`config.mk`:
```
export PLATFORM = sky130hd
export DESIGN_NAME = imem_boot_loader
export DESIGN_NICKNAME = d
export VERILOG_FILES = /design/src/rtl/imem_boot_loader.sv
export SDC_FILE = /design/constraint.sdc
export NUM_CORES = 1
export LEC_CHECK = 0
export BUFFER_PORTS_ARGS = -buffer_cell sky130_fd_sc_hd__buf_2
export CORE_ASPECT_RATIO = 1.4
export CORE_MARGIN = 4
export CORE_UTILIZATION = 40
export CTS_CLUSTER_DIAMETER = 50
export DETAILED_ROUTE_END_ITERATION = 10
export GPL_TIMING_DRIVEN = 0
export PLACE_DENSITY = 0.68
export SYNTH_ARGS = -nofsm -noshare
export SYNTH_HDL_FRONTEND = slang
export SYNTH_SLANG_ARGS = --single-unit
```
`constraint.sdc`:
```
create_clock -name clk -period 1.94 [get_ports clk]
set_input_delay 0.194 -clock clk [delete_from_list [all_inputs] [get_ports clk]]
set_output_delay 0.194 -clock clk [all_outputs]
set_load 0.02 [all_outputs]
```
`src/rtl/imem_boot_loader.sv`:
```
// Boot loader: fills the instruction memory from a count/payload/checksum byte stream
// and keeps the core in reset until a complete, verified program is loaded.
module imem_boot_loader #(
   parameter int DEPTH = 64,
   parameter int AW    = 6
) (
   input  logic          clk,
   input  logic          reset,
   input  logic          start,
   input  logic          in_valid,
   input  logic [7:0]    in_data,
   output logic          in_ready,
   output logic          we,
   output logic [AW-1:0] waddr,
   output logic [31:0]   wdata,
   output logic          core_hold,
   output logic          done,
   output logic          error
);

   // Handshake: a byte moves on a rising edge where in_valid && in_ready are both 1;
   // in_ready is a register and never depends on in_valid in the same cycle.
   typedef enum logic [2:0] {
      S_IDLE,
      S_COUNT,
      S_DATA,
      S_CHECK,
      S_DONE,
      S_ERR
   } state_t;

   state_t      state;
   logic [AW:0] word_cnt;
   logic [AW:0] word_idx;
   logic [1:0]  byte_idx;
   logic [23:0] asm_q;
   logic [7:0]  csum;
   logic        xfer;

   assign xfer = in_valid && in_ready;

   always_ff @(posedge clk) begin
      if (reset) begin
         state     <= S_IDLE;
         in_ready  <= 1'b0;
         we        <= 1'b0;
         waddr     <= '0;
         wdata     <= '0;
         core_hold <= 1'b1;
         done      <= 1'b0;
         error     <= 1'b0;
         word_cnt  <= '0;
         word_idx  <= '0;
         byte_idx  <= '0;
         asm_q     <= '0;
         csum      <= '0;
      end else begin
         we <= 1'b0;
         case (state)
            S_IDLE, S_DONE, S_ERR: begin
               if (start) begin
                  state     <= S_COUNT;
                  in_ready  <= 1'b1;
                  core_hold <= 1'b1;
                  done      <= 1'b0;
                  error     <= 1'b0;
               end
            end
            S_COUNT: begin
               if (xfer) begin
                  if (in_data == 8'd0 || int'(in_data) > DEPTH) begin
                     state    <= S_ERR;
                     in_ready <= 1'b0;
                     error    <= 1'b1;
                  end else begin
                     state    <= S_DATA;
                     word_cnt <= in_data[AW:0];
                     word_idx <= '0;
                     byte_idx <= '0;
                     csum     <= '0;
                  end
               end
            end
            S_DATA: begin
               if (xfer) begin
                  csum <= csum ^ in_data;
                  // The top lane arrives last, so the write uses it directly from in_data.
                  if (byte_idx == 2'd3) begin
                     we       <= 1'b1;
                     waddr    <= word_idx[AW-1:0];
                     wdata    <= {in_data, asm_q};
                     byte_idx <= '0;
                     word_idx <= word_idx + {{AW{1'b0}}, 1'b1};
                     if (word_idx + {{AW{1'b0}}, 1'b1} == word_cnt) begin
                        state <= S_CHECK;
                     end
                  end else begin
                     asm_q[8*byte_idx +: 8] <= in_data;
                     byte_idx               <= byte_idx + 2'd1;
                  end
               end
            end
            S_CHECK: begin
               if (xfer) begin
                  in_ready <= 1'b0;
                  if (in_data == csum) begin
                     state     <= S_DONE;
                     done      <= 1'b1;
                     core_hold <= 1'b0;
                  end else begin
                     state <= S_ERR;
                     error <= 1'b1;
                  end
               end
            end
            default: begin
               state    <= S_IDLE;
               in_ready <= 1'b0;
            end
         endcase
      end
   end

endmodule

```
# ---- Word-level counts from Yosys, hierarchy flattened
# Cells that the tools add are included.
dict set report totals {
  register_bits 94
  latch_bits 0
  ram_bits 0
  mem_bits_ro 0
  input_bits 12
  elab_cells 102
  mem_count 0
}
dict set report op_classes {
  n_addsub 3
  multipliers 0
  n_div 0
  n_lt_le_gt_ge 1
  n_eq_ne 18
  shifts 2
  mux 42
  n_bitwise 5
  n_reduce_logical 18
}
# cell n
set ops {}
lappend ops {{5-bit negator with 34-bit output} 1}
lappend ops {{8-bit by 34-bit variable shift with 24-bit output, first input constant} 1}
lappend ops {{8-bit by 34-bit indexed part select with 24-bit output} 1}
lappend ops {{7-bit 2-to-1 mux} 4}
lappend ops {{24-bit bitwise mux} 1}
lappend ops {{8-bit 2-to-1 mux} 3}
lappend ops {{3-bit 2-to-1 mux} 7}
lappend ops {{2-bit != test, second input constant} 10}
lappend ops {{8-bit one-hot mux with 2 select lines} 1}
lappend ops {{1-bit 2-to-1 mux} 15}
lappend ops {{7-bit one-hot mux with 2 select lines} 1}
lappend ops {{3-bit one-hot mux with 4 select lines} 1}
lappend ops {{6-bit AND reduction} 2}
lappend ops {{5-bit AND reduction} 2}
lappend ops {{3-bit AND reduction} 3}
lappend ops {{8-bit equality test} 1}
lappend ops {{8-bit by 7-bit > comparator with 1-bit output, second input constant} 1}
lappend ops {{8-bit zero test} 1}
lappend ops {{2-bit 2-to-1 mux} 4}
lappend ops {{4-bit AND reduction} 2}
lappend ops {{8-bit XOR} 1}
lappend ops {{7-bit by 1-bit adder with 7-bit output, second input constant} 1}
lappend ops {{7-bit equality test} 1}
lappend ops {{3-bit by 2-bit equality test with 1-bit output, second input constant} 2}
lappend ops {{other kinds (15)} 22}

# ---- Longest topological paths before layout
dict set report logic_depth {
  depth_word 6
  ltp_mapped 8
  mapped_depth_nobuf 7
}

# ---- Worst setup path after synthesis
# No wires, ideal clock.
dict set report synth_timing {
  kind {input to register}
  start {input in_data[0]}
  end {register word_cnt[0]}
  t_arrival_ps 1726
  path_slack_ps 86
  path_stages 8
  cell_sequence {buf_2 nor4_4 nand3_2 a2111oi_4 and2_1 buf_6 mux2i_1 nor2_1}
}
dict set report synth_between {
  elab_chain_len 4
  word_cells_on_any_way 5
}
# element line
set synth_lines {}
lappend synth_lines {{start, declared} 11} ;# input logic [7:0] in_data,
lappend synth_lines {{8-bit by 7-bit > comparator with 1-bit output or 8-bit zero test (tied branches)} 71} ;# if (in_data == 8'd0 || int'(in_data) > DEPTH) begin
lappend synth_lines {{1-bit logical OR} 71}
lappend synth_lines {{1-bit NOT (no line)} n/a}
lappend synth_lines {{3-bit AND reduction (no line)} n/a}
lappend synth_lines {{end signal, assigned} 77} ;# word_cnt <= in_data[AW:0];
lappend synth_lines {{end, declared} 33} ;# logic [AW:0] word_cnt;
# Several ways; a longest one is shown, not always the timed one.
# A chain may end at the register's enable or synchronous reset.

# ---- Final worst setup path
dict set report layout_timing {
  start {register word_idx[1]}
  end {register state[1]}
}
dict set report layout_between {
  elab_chain_len 4
}
# element line
set layout_lines {}
lappend layout_lines {{start, declared} 34} ;# logic [AW:0] word_idx;
lappend layout_lines {{start signal, assigned} 93} ;# word_idx <= word_idx + {{AW{1'b0}}, 1'b1};
lappend layout_lines {{7-bit by 1-bit adder with 7-bit output} 94} ;# if (word_idx + {{AW{1'b0}}, 1'b1} == word_cnt) begin
lappend layout_lines {{7-bit equality test} 94}
lappend layout_lines {{2-bit != test (no line)} n/a}
lappend layout_lines {{6-bit AND reduction (no line)} n/a}
lappend layout_lines {{end signal, assigned} 95} ;# state <= S_CHECK;
lappend layout_lines {{end signal, assigned} 107} ;# state <= S_DONE;
lappend layout_lines {{end signal, assigned} 111} ;# state <= S_ERR;
lappend layout_lines {{end, declared} 32} ;# state_t state;
# No other way between the ends.

==> impl_metrics.tcl <==
set metrics [dict create \
    status "finished, final reports clean" \
    gp_congestion 0.851 \
    via_count 3712 \
    synth_area_sq_um 4090 \
    drtIter0Drc 287 \
    cts.sinks 94 \
    cp-end-kind "register" \
    whs_ns 0.215 \
    cts_made_buffers 9 \
    setup_ws_ns 0.0773 \
    synth_cell_types 43 \
    wl_mm 10.5 \
    n_antenna_cell 0 \
    avgSynthCellArea_sq_um 7.92 \
    wl_per_cell_um 14.8 \
    place_ws_ns -0.344 \
    min_from "in_data[0]" \
    initial_core_util 0.411 \
    hpwl_mm 7.49 \
    seq_area_frac_synth 0.460 \
    cp-startpoint "word_idx[1]" \
    synth-edff-count 0 \
    p_per_area_nw_per_um2 914 \
    ys_warn_count 0 \
    grt_max_degree 17 \
    grt_usage 0.185 \
    cts_htree_levels 3 \
    io_buffer_count 45 \
    worst_slew_pin_slew_ns 0.645 \
    die_h_um 128 \
    path_max_fanout 7 \
    drv_cap 0 \
    cts.clk_slew.worst_paths_ns 0.07 \
    rows 43 \
    pin_count 55 \
    areaGrowthSynthToFinish_pct 19.3 \
    finalCriticalPeriod_ns 1.86 \
    p_leak_nw 1.75 \
    synth_seq_cells 94 \
    ys.flop_type "dfxtp_1" \
    slew_viol_final 0 \
    hp-class "in -> reg" \
    grt_pass1_vias 3619 \
    die_area_sq_um 11900 \
    rsz0062_at_grt "true" \
    crit_arrival_ns 2.08 \
    rr_startpoint "word_idx[1]" \
    core_sq_um 9950 \
    drc_errors 0 \
    syn-num-nets 534 \
    clock_path_buffers 2 \
    antenna_found_initial 0 \
    insertion_delay_ns 0.35 \
    clock.fmax_ghz 0.537 \
    worstSetupStartpointType "register" \
    finalClockSkew_ns 0.00517 \
    maxSlewHeadroom 0.570 \
    fin_nets 589 \
    grt.overflow.total 0 \
    mostFrequentLayoutCell "nand2_1" \
    clock-root-buffer "clkbuf_16" \
    postRouteAntennaNets 0 \
    cts_hold_buf 0 \
    grt_pass1_wl_mm 17.4 \
    syn_inst 516 \
    cp.required_ns 2.15 \
    final_cell_mix "nand2_1, dfxtp_1, a21oi_1, buf_2, nand3_1" \
    period_share 0.960 \
    viasPerCell 5.22 \
    die_x_um 93.5 \
    criticalPathCategory "reg -> reg" \
    hold_violations 0 \
    drive_gt1_frac 0.170 \
    max-vdd-ir-drop_uv 596 \
    finalSetupViolations 0 \
    async_flop_share 0 \
    first_pass_iters 4 \
    cts_tree "done" \
]
-- cells by family (layout without fill, tap and decap cells) --
| family | Yosys count | in the layout | synth area share |
|---|---|---|---|
| AOI/OAI and AO/OA | 125 | 125 | 0.179 |
| xor gates and xnor gates | 14 | 14 | 0.0300 |
| adders and majority gates | 6 | 6 | 0.0184 |
| buffers and inverters | 56 | 116 | 0.0566 |
| DFF | 94 | 94 | 0.460 |
| muxes | 8 | 8 | 0.0196 |
| and+or+nand+nor | 213 | 213 | 0.236 |
-- repair_timing --
action,in CTS,in global routing
setup endpoints to repair,71,53
buffers inserted,1,3
gates resized for setup,13,12
pin swaps,1,1
-- worst max-delay path, cell delays in order, from the launching register on --
cell      delay, ns
dfxtp_2        0.41
ha_4           0.19
and3_1         0.24
a21o_1         0.15
nand4b_1       0.16
nor4_4         0.25
buf_4          0.19
o21a_1         0.11
nor3_1         0.04
-- stage by stage --
stage | instance area [sq um] | utilization | TNS (ns) | total power [mW] | std cells
detailed placement | 4480 | 0.450 | -15.15 | 2.65 | 696
global route | 4880 | 0.490 | -0.163 | 4.63 | 711
CTS | 4840 | 0.486 | 0 | 4.44 | 710
finish | 4880 | 0.490 | 0 | 4.46 | 711
floorplan | 4090 | - | 0 | 2.50 | 516
global placement | 4480 | 0.450 | -13.51 | 2.64 | 696
-- path summary, 6_finish.rpt --
| kind | cells after the start | slack, ns | end |
|---|---|---|---|
| setup / recovery | 8 | 0.08 | state[1] |
| hold reg to reg | 2 | 0.45 | wdata[14] |
| setup reg to reg | 8 | 0.08 | state[1] |
| hold / removal | 3 | 0.22 | wdata[24] |
-- sequential cells by signal, indices dropped and copies added (netlist names) --
name,count
asm_q,24
state,3
wdata,32
byte_idx,2
word_cnt,7
error,1
waddr,6
core_hold,1
done,1
in_ready,1
csum,8
word_idx,7
we,1
-- final cells by class --
cell class,instances,area [sq um]
clock inverter,7,72.6
inverter,17,63.8
buffer,34,153
sequential,94,1890
multi-input combinational,366,2050
clock buffer,9,225
tap,135,169
timing repair buffer,49,255
fill,1006,5070
-- synthesized netlist by cell type (5+ instances only) --
cell type  count  area (sq um)
dfxtp_1       94          1880
and2_1         6          37.5
o21ai_0       17          85.1
mux2i_1        8          80.1
nand3_1       43           215
clkbuf_1      27           101
o211ai_1       5          37.5
xnor2_1       11          96.3
ha_1           6          75.1
a22oi_1        8          60.1
nor2_1        25          93.8
inv_1         17          63.8
a21oi_1       75           375
buf_2         11          55.1
nand2_1      111           417
nor3_1         7          35.0
-- routing by layer --
metal | GRT usage | wire, um
met5 | 0 | 0
met2 | 0.333 | 5510
met1 | 0.202 | 4290
met4 | 0.0923 | 283
met3 | 0.0359 | 414
-- power breakdown --
group | internal [mW] | leakage (nW) | switching [mW] | total, mW
logic | 0.228 | 0.843 | 0.414 | 0.641
registers | 1.98 | 0.761 | 0.0700 | 2.05
clock network | 1.00 | 0.142 | 0.767 | 1.77
Note: power is estimated with default switching activity, not from simulation.
